===== config.mk =====
export PLATFORM = sky130hd
export DESIGN_NAME = alu_arbiter
export DESIGN_NICKNAME = d
export VERILOG_FILES = /design/src/rtl/alu_arbiter.sv
export SDC_FILE = /design/constraint.sdc
export NUM_CORES = 1
export LEC_CHECK = 0
export ABC_AREA = 1
export BUFFER_PORTS_ARGS = -buffer_cell sky130_fd_sc_hd__buf_2
export CORE_AREA = 2 2 109 111
export CTS_CLUSTER_DIAMETER = 100
export DETAILED_ROUTE_END_ITERATION = 16
export DIE_AREA = 0 0 111 113
export GPL_TIMING_DRIVEN = 0
export PLACE_DENSITY = 0.58
export SYNTH_ARGS = -nofsm -noshare
export SYNTH_HDL_FRONTEND = slang
export SYNTH_SLANG_ARGS = --single-unit
export TNS_END_PERCENT = 1

===== constraint.sdc =====
create_clock -name clk -period 2.42 [get_ports clk]
set_input_delay 0.484 -clock clk [delete_from_list [all_inputs] [get_ports clk]]
set_output_delay 0.484 -clock clk [all_outputs]
set_load 0.05 [all_outputs]

===== src/rtl/alu_arbiter.sv =====
// alu_arbiter
//   Shares one combinational RV32I ALU between two requesters (port 0:
//   execute stage, port 1: address-generation/CSR helper). Round-robin
//   arbitration picks one request per cycle; the ALU outputs are captured
//   into a one-entry response register tagged with the requester ID.
//
// Ports
//   clk, rst_n                   clock, synchronous active-low reset
//   req{0,1}_valid/_ready        request handshake per requester
//   req{0,1}_a/_b/_sel           operands and ALU op for each requester
//   alu_a/alu_b/alu_sel          operands/op driven to the shared ALU
//   alu_result/zero/lt_s/lt_u    ALU outputs
//   rsp_valid/rsp_ready          response handshake
//   rsp_id                       requester that issued the held response
//   rsp_result/zero/lt_s/lt_u    registered ALU outputs
module alu_arbiter #(
    parameter int WIDTH = 32,
    parameter int SEL_W = 4
) (
    input  logic             clk,
    input  logic             rst_n,
    input  logic             req0_valid,
    output logic             req0_ready,
    input  logic [WIDTH-1:0] req0_a,
    input  logic [WIDTH-1:0] req0_b,
    input  logic [SEL_W-1:0] req0_sel,
    input  logic             req1_valid,
    output logic             req1_ready,
    input  logic [WIDTH-1:0] req1_a,
    input  logic [WIDTH-1:0] req1_b,
    input  logic [SEL_W-1:0] req1_sel,
    output logic [WIDTH-1:0] alu_a,
    output logic [WIDTH-1:0] alu_b,
    output logic [SEL_W-1:0] alu_sel,
    input  logic [WIDTH-1:0] alu_result,
    input  logic             alu_zero,
    input  logic             alu_lt_s,
    input  logic             alu_lt_u,
    output logic             rsp_valid,
    input  logic             rsp_ready,
    output logic             rsp_id,
    output logic [WIDTH-1:0] rsp_result,
    output logic             rsp_zero,
    output logic             rsp_lt_s,
    output logic             rsp_lt_u
);

    logic             rsp_valid_q,  rsp_valid_d;
    logic             rsp_id_q,     rsp_id_d;
    logic [WIDTH-1:0] rsp_result_q, rsp_result_d;
    logic             rsp_zero_q,   rsp_zero_d;
    logic             rsp_lt_s_q,   rsp_lt_s_d;
    logic             rsp_lt_u_q,   rsp_lt_u_d;
    logic             last_grant_q, last_grant_d;

    logic can_accept;
    logic grant_vld;
    logic grant_id;
    logic issue;

    always_comb begin
        // Slot is free, or its current occupant leaves this cycle.
        can_accept = !rsp_valid_q || rsp_ready;

        grant_vld = req0_valid || req1_valid;
        grant_id  = 1'b0;
        if (req0_valid && req1_valid) begin
            grant_id = ~last_grant_q;
        end else if (req1_valid) begin
            grant_id = 1'b1;
        end

        // Nothing is issued while reset is asserted.
        issue      = rst_n && grant_vld && can_accept;
        req0_ready = issue && !grant_id;
        req1_ready = issue && grant_id;

        // ALU inputs follow the winner even when stalled; zero when idle.
        alu_a   = '0;
        alu_b   = '0;
        alu_sel = '0;
        if (grant_vld) begin
            alu_a   = grant_id ? req1_a   : req0_a;
            alu_b   = grant_id ? req1_b   : req0_b;
            alu_sel = grant_id ? req1_sel : req0_sel;
        end

        rsp_valid_d  = issue || (rsp_valid_q && !rsp_ready);
        rsp_id_d     = rsp_id_q;
        rsp_result_d = rsp_result_q;
        rsp_zero_d   = rsp_zero_q;
        rsp_lt_s_d   = rsp_lt_s_q;
        rsp_lt_u_d   = rsp_lt_u_q;
        last_grant_d = last_grant_q;
        if (issue) begin
            rsp_id_d     = grant_id;
            rsp_result_d = alu_result;
            rsp_zero_d   = alu_zero;
            rsp_lt_s_d   = alu_lt_s;
            rsp_lt_u_d   = alu_lt_u;
            last_grant_d = grant_id;
        end
    end

    always_ff @(posedge clk) begin
        if (!rst_n) begin
            rsp_valid_q  <= 1'b0;
            rsp_id_q     <= 1'b0;
            rsp_result_q <= '0;
            rsp_zero_q   <= 1'b0;
            rsp_lt_s_q   <= 1'b0;
            rsp_lt_u_q   <= 1'b0;
            // Requester 0 wins the first contention after reset.
            last_grant_q <= 1'b1;
        end else begin
            rsp_valid_q  <= rsp_valid_d;
            rsp_id_q     <= rsp_id_d;
            rsp_result_q <= rsp_result_d;
            rsp_zero_q   <= rsp_zero_d;
            rsp_lt_s_q   <= rsp_lt_s_d;
            rsp_lt_u_q   <= rsp_lt_u_d;
            last_grant_q <= last_grant_d;
        end
    end

    assign rsp_valid  = rsp_valid_q;
    assign rsp_id     = rsp_id_q;
    assign rsp_result = rsp_result_q;
    assign rsp_zero   = rsp_zero_q;
    assign rsp_lt_s   = rsp_lt_s_q;
    assign rsp_lt_u   = rsp_lt_u_q;

endmodule


# Yosys cells after proc, flatten, opt, wreduce, memory -nomap -nowiden
# Index checks and enable logic that the tools add are counted.
dict set report op_classes {
  n_reduce_logical 12
  n_eq_ne 0
  muxes 8
  add_sub_neg 0
  bitwise_logic 1
  n_div 0
  multipliers 0
  shift 0
  magnitude_cmp 0
}
# cell n
set op_table {}
lappend op_table {{$mux W32} 4}
lappend op_table {{$mux W4} 2}
lappend op_table {{$logic_and A1 B1 Y1} 6}
lappend op_table {{$logic_not A1 Y1} 3}
lappend op_table {{$logic_or A1 B1 Y1} 3}
lappend op_table {{$mux W1} 2}
lappend op_table {{$not A1 Y1} 1}
dict set report totals {
  word_cells 28
  register_bits 38
  ramBits 0
  input_bits 176
  mem_count 0
  output_inout_bits 107
  romBits 0
  latchBits 0
}

# Logic depth before layout (Yosys ltp)
dict set report logic_depth {
  ltp_word 4
  depth_mapped 8
  depth_no_buf 6
}

# Least setup slack after synthesis
# OpenSTA, ideal clock, no wires.
dict set report synth_timing {
  kind {input-to-output}
  startpoint {input req0_valid}
  endpoint {output req1_ready}
  setup_slack_ps 292
  n_path_buf 2
  arrival_ps 1644
  required_time_ps 1936
  stages 5
  path_cell_list {buf_4 -> nand2_1 -> nand2_2 -> buf_4 -> nor2_1}
}
dict set report synth_between {
  elab_chain_len 4
  elab_cells_between_ends 6
  classes_between {1 x mux; 5 x reduce/logical}
}
# element line
set synth_lines {}
lappend synth_lines {{from (decl)} 22} ;# input logic req0_valid,
lappend synth_lines {{$logic_or A1 B1 Y1} 65} ;# grant_vld = req0_valid || req1_valid;
lappend synth_lines {{$logic_and A1 B1 Y1 (2 in a row)} 74} ;# issue = rst_n && grant_vld && can_accept;
lappend synth_lines {{$logic_and A1 B1 Y1 (*)} 76} ;# req1_ready = issue && grant_id;
lappend synth_lines {{to (decl)} 28} ;# output logic req1_ready,
# Every way passes the cells marked *; elsewhere a longest branch is shown, timed or not.

# Final worst setup path
dict set report layout_timing {
  startpoint {input req0_valid}
  endpoint {output alu_a[16]}
}
dict set report layout_between {
  elab_chain_len 4
  elab_cells_between_ends 5
  classes_between {3 x mux; 2 x reduce/logical}
}
# element line
set layout_lines {}
lappend layout_lines {{$logic_and A1 B1 Y1} 67} ;# if (req0_valid && req1_valid) begin
lappend layout_lines {{$mux W1} 67}
lappend layout_lines {{$mux W32} 83} ;# alu_a = grant_id ? req1_a : req0_a;
lappend layout_lines {{$mux W32 (*)} 82} ;# if (grant_vld) begin
lappend layout_lines {{to (decl)} 32} ;# output logic [WIDTH-1:0] alu_a,
# Marks and branches as above.

==> flow_summary_export.csv <==
group,metric,value,unit
run,drv.max_cap_violation_count,0,
layout,number_of_cells_in_the_finished_layout_apart_from_fillers,840,
clocking,cts_setup_buffers,0,
die,die_area,0.01254,mm^2
timing,worst_slew_pin_slew,0.5264,ns
power_and_ir_drop,static_power_due_to_leakage,2.653,nW
global_routing,globalRoute.totalOverflow,0,
critical_path,critPathMaxFanout,10,
die,initial_utilization,20.89,%
critical_path,worst-endpoint-arrival,1.75,ns
layout,final_net_count,870,
route,drt_pass1_iterations,4,
die,design.portCount,283,
layout,proportion_of_layout_cells_with_a_drive_suffix_above_1,45.90,%
placement,place_hpwl,9.411,mm
global_routing,antenna_found_initial,3,
power_and_ir_drop,ir_worst_vdd,365.0,uV
global_routing,via_count_of_the_first_global_routing_pass,3444,
logic_synthesis,synth-async-reset-ratio,0,%
logic_synthesis,synth-warning-count,0,
layout,sequential_cell_area,760.7,um^2
placement,placement.setup.worst_slack,0.1492,ns
clocking,ctsHtreeMaxLevel,2,
route,dr_total_vias,3550,
clocking,cts_repair_resize_count,0,
timing,fmax,0.4485,GHz
logic_synthesis,seq_total_area_yosys,32.31,%
global_routing,pin_count_of_the_biggest_net_entering_global_routing,12,
die,die_height,113,um
timing,setup_viol_count_final,0,
min_path,min-delay-start,"alu_result[11]",
logic_synthesis,yosys.cell_count.top_type,"nand2_1",
timing,postLayoutSetupSlackWorst,0.1903,ns
layout,area_growth,74.44,%
logic_synthesis,syn_area_per_cell,5.800,um^2
placement,buffer_ports.inserted,281,
critical_path,critPathCaptureType,"output pin",
die,die-width,111,um
clocking,hold_buffers,0,
logic_synthesis,post_synth_main_area_contributors,"nand2_1 34%, dfxtp_1 32%, nand3_1 22%, buf_2 3.4%, buf_4 1.9%",
critical_path,worst_setup_path_startpoint,"req0_valid",
route,post_detailed_route_drc_marker_count,0,
timing,grt_setup_unrepaired,"false",
logic_synthesis,top_cell_type_by_total_area_after_synthesis,"nand2_1",
timing,final_slew_viol_count,0,
logic_synthesis,netlist-cell-type-count,13,
min_path,worstHoldPathType,"input pin to register",
route,overall_routed_net_length,11.36,mm
clocking,inserted_clock_buffers,5,
placement,instance_count_after_placement_with_tap_cells_included,830,
placement,gpl.final_weighted_congestion,0.8294,
route,drt-initial-drc-count,201,
global_routing,track_usage,16.83,%
clocking,root_buffer,"clkbuf_16",
route,drtAntennaViolNets,0,
global_routing,grt_pass1_wl,17.13,mm
clocking,clk_pin_slew_worst_paths,0.06,ns
logic_synthesis,mappedNetlistArea,0.002355,mm^2
timing,finalCritPeriodShare,92.14,%
logic_synthesis,post-synth-top-area-fraction,34.11,%
logic_synthesis,synth.net_count,582,
route,wl_per_cell,13.52,um
clocking,clk-insertion-delay-late,0.27,ns
clocking,cts_buffer_depth,2,
layout,filler_cell_count,1300,
logic_synthesis,synth_edf_count,0,
timing,final_period_minus_worst_setup_slack,2.230,ns
layout,multi_input_gate_area,0.001364,mm^2
timing,report.final.hold_viol_count,0,
power_and_ir_drop,power.density_cell_area,633.8,mW/mm^2
clocking,numClockSinks,38,
timing,max-slew-margin-rel,64.91,%
route,avgViaCountPerCell,4.226,
timing,timing.setup.tns,0,ns
die,coreArea,0.01127,mm^2
outcome,status,"finished clean",
critical_path,regToRegStartpoint,"rsp_valid",
timing,fin_worst_skew,0.008423,ns
clocking,cts_tree,"done",
critical_path,critPathLaunchType,"input pin",
logic_synthesis,synth_ff_type,"dfxtp_1",
logic_synthesis,yosys_register_bits,38,
critical_path,crit_required,1.94,ns
critical_path,worstSetupPathType,"input pin to output pin",
logic_synthesis,synth_cells,406,
logic_synthesis,synth_top_cells_by_count,"214 x nand2_1, 104 x nand3_1, 38 x dfxtp_1, 16 x buf_2, 7 x clkbuf_1",
die,std_cell_rows,39,
power_and_ir_drop,power,2.603,mW
## cell usage in the layout, fill, tap and decap left out
cell type	synthesis	final
buf_2	16	297
nand2_1	214	214
nand3_1	104	104
dfxtp_1	38	38
clkbuf_1	7	9
buf_4	6	6
inv_1	5	5
nor2_1	5	5
clkbuf_16	0	5
buf_6	4	4
inv_2	4	4
diode_2	0	2
nand2_2	1	1
nand3_2	1	1
a21oi_1	1	1
bufinv_16	0	1
## flip-flops by register name, summed over array words and instances, names as in the netlist
register,flops
rsp_result,32
last_grant_q,1
rsp_lt_u,1
rsp_valid,1
rsp_zero,1
rsp_id,1
rsp_lt_s,1
## where the power goes
group | switching [mW] | internal [mW] | leakage, nW
clock network | 0.235 | 0.487 | 0.0781
logic | 0.863 | 0.311 | 2.26
registers | 0.0253 | 0.682 | 0.316
## final cells by class
cell class,instances,share of cell area (%)
clock buffers,7,3.229
repair buffers,281,34.24
well taps,143,4.356
inverters,9,0.8224
flip-flops and latches,38,18.52
plain buffers,33,4.782
diodes,2,0.1218
multi-input cells,326,33.20
clock inverters,1,0.7310
## through the flow
step	instance area (um^2)	util (%)	hold slack [ns]
3_5_place_dp	3940	34.95	0.4462
4_1_cts	4103	36.40	0.4002
2_1_floorplan	2355	-	0.4257
5_1_grt	4108	36.44	0.4063
3_3_place_gp	3940	34.95	0.4418
6_report	4108	36.44	0.4040
## worst max-delay path, stage by stage
cell      delay [ns]
buf_4           0.16
buf_6           0.16
clkbuf_1        0.43
nand3_1         0.13
nand2_1         0.11
buf_2           0.27
## path summary, 6_finish.rpt
kind / slack, ns / end / depth (start not counted)
hold / removal: 0.40 / rsp_result[11] / 3
setup / recovery: 0.19 / alu_a[16] / 6
hold reg to reg: 0.46 / rsp_zero / 2
setup reg to reg: 1.27 / rsp_result[1] / 6
## kinds of logic after synthesis
family	after synthesis	share of synthesized area, %
AND/OR/NAND/NOR	325	57.70
AO/OA/AOI/OAI	1	0.2123
flip-flops	38	32.31
buffers and inverters	42	9.777
## metal layers
metal  vias up  part of all wire (%)  track usage, %
met5         -                  0.11               0
met4         2                   1.3           4.250
met3        10                   9.2           5.249
met2       160                    48           30.14
met1      1514                    41           19.61
li1       1864                     -               -
(Power assumes the default switching activity.)
